==> src/rtl/t_latch_pkg.sv <==
// Shared constants and the {e,t} operation encoding for the t_latch toggle bank.
package t_latch_pkg;

   localparam int unsigned DEFAULT_WIDTH     = 1;
   localparam logic        DEFAULT_RESET_BIT = 1'b0;

   // Operation selected by the {e,t} pair of a single bit.
   typedef enum logic [1:0] {
      HOLD_DIS   = 2'b00,
      HOLD_DIS_T = 2'b01,
      HOLD       = 2'b10,
      TOGGLE     = 2'b11
   } op_e;

   function automatic op_e decode_op(input logic e, input logic t);
      return op_e'({e, t});
   endfunction

endpackage

==> src/rtl/t_latch_if.sv <==
// Bundle of per-bit request inputs and registered state outputs of a toggle bank.
interface t_latch_if
   import t_latch_pkg::*;
#(
   parameter int unsigned WIDTH = DEFAULT_WIDTH
);

   logic [WIDTH-1:0] e;
   logic [WIDTH-1:0] t;
   logic [WIDTH-1:0] q;
   logic [WIDTH-1:0] q_bar;
   logic [WIDTH-1:0] toggled;

   modport master (output e, output t, input q, input q_bar, input toggled);
   modport slave  (input e, input t, output q, output q_bar, output toggled);

endinterface

==> src/rtl/t_latch_bit.sv <==
// Single toggle cell: q and q_bar held in separate registers that move in lockstep.
module t_latch_bit
   import t_latch_pkg::*;
#(
   parameter logic RESET_VAL = DEFAULT_RESET_BIT
) (
   input  logic clk,
   input  logic rst,
   input  logic e,
   input  logic t,
   output logic q,
   output logic q_bar,
   output logic toggled
);

   logic q_q, q_d;
   logic q_bar_q, q_bar_d;
   logic toggled_q, toggled_d;
   op_e  op;

   always_comb begin
      op        = decode_op(e, t);
      q_d       = q_q;
      q_bar_d   = q_bar_q;
      toggled_d = 1'b0;
      case (op)
         TOGGLE: begin
            q_d       = ~q_q;
            q_bar_d   = ~q_bar_q;
            toggled_d = 1'b1;
         end
         default: ;
      endcase
   end

   always_ff @(posedge clk) begin
      if (rst) begin
         q_q       <= RESET_VAL;
         q_bar_q   <= ~RESET_VAL;
         toggled_q <= 1'b0;
      end else begin
         q_q       <= q_d;
         q_bar_q   <= q_bar_d;
         toggled_q <= toggled_d;
      end
   end

   assign q       = q_q;
   assign q_bar   = q_bar_q;
   assign toggled = toggled_q;

endmodule

==> src/rtl/t_latch.sv <==
// Bank of WIDTH independent clocked toggle bits with registered complement and toggle flag.
module t_latch
   import t_latch_pkg::*;
#(
   parameter int unsigned         WIDTH     = DEFAULT_WIDTH,
   parameter logic [WIDTH-1:0]    RESET_VAL = {WIDTH{DEFAULT_RESET_BIT}}
) (
   input  logic     clk,
   input  logic     rst,
   t_latch_if.slave bus
);

   logic [WIDTH-1:0] q_w;
   logic [WIDTH-1:0] q_bar_w;
   logic [WIDTH-1:0] toggled_w;

   for (genvar i = 0; i < WIDTH; i++) begin : g_bit
      t_latch_bit #(
         .RESET_VAL (RESET_VAL[i])
      ) u_bit (
         .clk     (clk),
         .rst     (rst),
         .e       (bus.e[i]),
         .t       (bus.t[i]),
         .q       (q_w[i]),
         .q_bar   (q_bar_w[i]),
         .toggled (toggled_w[i])
      );
   end

   assign bus.q       = q_w;
   assign bus.q_bar   = q_bar_w;
   assign bus.toggled = toggled_w;

endmodule

==> src/flat_wrapper.sv <==
// flat-port wrapper written by rule: the top's interface ports become plain ports
module t_latch_flat import t_latch_pkg::*;
#(
   parameter int unsigned         WIDTH     = DEFAULT_WIDTH,
   parameter logic [WIDTH-1:0]    RESET_VAL = {WIDTH{DEFAULT_RESET_BIT}}
)
  (clk, rst, bus_e, bus_t, bus_q, bus_q_bar, bus_toggled);
  t_latch_if #(.WIDTH(WIDTH)) bus_i ();
  input  logic clk;
  input  logic rst;
  input wire logic [$bits(bus_i.e)-1:0] bus_e;
  input wire logic [$bits(bus_i.t)-1:0] bus_t;
  output wire logic [$bits(bus_i.q)-1:0] bus_q;
  output wire logic [$bits(bus_i.q_bar)-1:0] bus_q_bar;
  output wire logic [$bits(bus_i.toggled)-1:0] bus_toggled;
  assign bus_i.e = bus_e;
  assign bus_i.t = bus_t;
  assign bus_q = bus_i.q;
  assign bus_q_bar = bus_i.q_bar;
  assign bus_toggled = bus_i.toggled;
  t_latch #(.WIDTH(WIDTH), .RESET_VAL(RESET_VAL)) u_core (.clk(clk), .rst(rst), .bus(bus_i));
endmodule
==> config.mk <==
export PLATFORM = sky130hd
export DESIGN_NAME = t_latch_flat
export DESIGN_NICKNAME = d
export VERILOG_FILES = /design/src/rtl/t_latch_pkg.sv /design/src/rtl/t_latch_if.sv /design/src/rtl/t_latch_bit.sv /design/src/rtl/t_latch.sv /design/src/flat_wrapper.sv
export SDC_FILE = /design/constraint.sdc
export NUM_CORES = 1
export LEC_CHECK = 0
export BUFFER_PORTS_ARGS = -buffer_cell sky130_fd_sc_hd__buf_2
export CORE_AREA = 2 2 39 41
export CTS_BUF_LIST = sky130_fd_sc_hd__clkbuf_4 sky130_fd_sc_hd__clkbuf_8
export DETAILED_ROUTE_END_ITERATION = 8
export DIE_AREA = 0 0 41 43
export MAX_ROUTING_LAYER = met4
export PLACE_DENSITY = 0.35
export SETUP_SLACK_MARGIN = 0.3
export SYNTH_ARGS = -nofsm -noshare
export SYNTH_HDL_FRONTEND = slang
export SYNTH_HIERARCHICAL = 1
export SYNTH_SLANG_ARGS = --single-unit
==> constraint.sdc <==
create_clock -name clk -period 2.4 [get_ports clk]
set_input_delay 0.36 -clock clk [delete_from_list [all_inputs] [get_ports clk]]
set_output_delay 0.36 -clock clk [all_outputs]
set_load 0.01 [all_outputs]
==> results.ini <==
[outcome]
status=complete, no violations

[placement]
io_buffers=6
place_ws_ns=1.381
gp_congestion=0.4666
dp.cells=33

[clocking]
clk_path_buf_depth=2
cts_tree=done
clock_latency_ns=0.23
cts-root-buf=clkbuf_4
numClockSinks=3
clk_pin_slew_ns=0.04
postCtsSetupRepairBufs=0
numCtsBuffers=3
holdBufCountCts=0
h-tree-depth=1
postCtsResizedCells=0

[cells_and_area]
areaGrowthSynthToFinish_pct=74.42
fillers=165
layout.nets=26
multi_input_area_um2=47.55
layoutNonFillerInstCount=37
antenna_cells=0
regArea_um2=60.06
layout-drive-gt1-share_pct=52.38

[sta]
fmax_mhz=922.0
rsz0062_at_grt=no
skew_ns=0
setup_tns_ns=0
max_slew_margin_pct=92.77
finalSetupViolations=0
drv_slew=0
fin_crit_ns=1.085
hold_viol_final=0
setup_slack_ns=1.315
worst_pin_slew_ns=0.1083
fin_crit_sh_pct=45.19

[detailed_routing]
wirelength_um=297
drc=0
dr.pass1.iters=4
ant_nets=0
viasPerCell=3.000
wl_per_cell_um=8.027
drtIter0Drc=1
num_vias=111

[setup_path]
crit_type=reg2out
path_cells=buf_2
cp_max_fo=3
critPathLaunchType=register
cp-end-kind=output port
crit_path_top_delay_cell=dfxtp_1
crit_family=flip-flops
arrival_ns=0.72
slowest_delay_ns=0.35
cp.required_ns=2.04
path_buf_inv=1
ff2ff_setup_slack_ns=1.58

[synthesis]
syn_nets=15
ys_top_cells_by_count=dfxtp_1 (3), nor2_1 (3)
synthArstFlopShare_pct=0
yosysWarnings=6
synth_edf_count=0
syn_area_um2=107.6
ys.flop_type=dfxtp_1
synth.ff_latch_count=3
synthTopCellsByArea=dfxtp_1 (56%), mux2_2 (10%), nor2_1 (10%), and4b_1 (9.3%), nor2b_1 (5.8%)
syn_inst=11
syn_avg_cell_area_um2=9.782
synth_cell_type_count=7
ys_seq_area_share_pct=55.81
synth_top_area_cell=dfxtp_1
netlist.area_leader.share_pct=55.81

[run]
maxCapViolCount=0

[floorplanning]
die_y_um=43
rows=14
coreArea_um2=1384
fp.dieW_um=41
die_area_um2=1763
ios=7
start_util_pct=7.776

[grt]
grt_pass1_wl_um=476
grt-ovfl-total=0
grt.total_usage_pct=5.036
antenna_found_initial=0
grt_max_degree=6
grt_pass1_vias=127

[power]
vdd_drop_max_uv=111.6
power_density_nw_per_um2=906.9
power.leakage_nw=0.09042

[worst_hold_path]
min_path_type=in2reg

-- stage by stage --
| stage | instance area (um^2) | power [mW] | utilization [%] | hold WS [ns] |
|---|---|---|---|---|
| after floorplan | 107.6 | 0.06257 | - | 0.4324 |
| after global placement | 157.7 | 0.06946 | 11.39 | 0.5020 |
| after detailed placement | 157.7 | 0.07035 | 11.39 | 0.5161 |
| after CTS | 187.7 | 0.1756 | 13.56 | 0.3499 |
| after global routing | 187.7 | 0.1818 | 13.56 | 0.3609 |
| final | 187.7 | 0.1702 | 13.56 | 0.3605 |
-- state kept, by name, summed over array words and instances, names as in the netlist --
signal                      cells
u_core/g_bit.u_bit/q_bar        1
u_core/g_bit.u_bit/toggled      1
u_core/g_bit.u_bit/q            1
-- where the power goes --
part,switching (mW),total [mW],internal (mW)
Combinational,0.00703,0.0142,0.00721
Clock,0.0267,0.100,0.0736
Sequential,0.00218,0.0557,0.0535
Total,0.0359,0.170,0.134
-- layer usage --
layer,routed length [um],track usage [%]
met3,47,4.712
met4,0,6.000
met1,153,5.128
met5,0,-
met2,95,4.688
-- worst register-to-register path, cell delays in order (launching register included) --
cell	delay [ns]
dfxtp_1	0.32
nor2b_1	0.13
mux2_2	0.25
-- cells by family after synthesis --
| group | after synthesis | share of synthesized area [%] |
|---|---|---|
| muxes | 1 | 10.46 |
| AOI/OAI and AO/OA | 1 | 4.647 |
| DFF | 3 | 55.82 |
| and+or+nand+nor | 6 | 29.07 |
-- path summary, 6_finish.rpt --
path	to	from	depth (start not counted)
setup reg to reg	u_core/g_bit[0].u_bit/q$_SDFFE_PP0N_	u_core/g_bit[0].u_bit/q$_SDFFE_PP0N_	2
hold / removal	u_core/g_bit[0].u_bit/toggled$_SDFF_PP0_	rst	2
hold reg to reg	u_core/g_bit[0].u_bit/q_bar$_SDFFE_PP1N_	u_core/g_bit[0].u_bit/q_bar$_SDFFE_PP1N_	2
setup / recovery	bus_q	u_core/g_bit[0].u_bit/q$_SDFFE_PP0N_	1
-- layout by cell type, fill, tap and decap left out --
cell / count
a21oi_1: 1
clkbuf_4: 4
nor2_1: 3
nor2b_1: 1
mux2_2: 1
nand2_1: 1
dfxtp_1: 3
buf_2: 6
and4b_1: 1
-- layout make-up --
cell class / instances / share of cell area [%]
Sequential cell: 3 / 32.00
Timing Repair Buffer: 6 / 16.00
Tap cell: 16 / 10.67
Clock buffer: 4 / 16.00
Multi-Input combinational cell: 8 / 25.33
(Power assumes the default switching activity.)
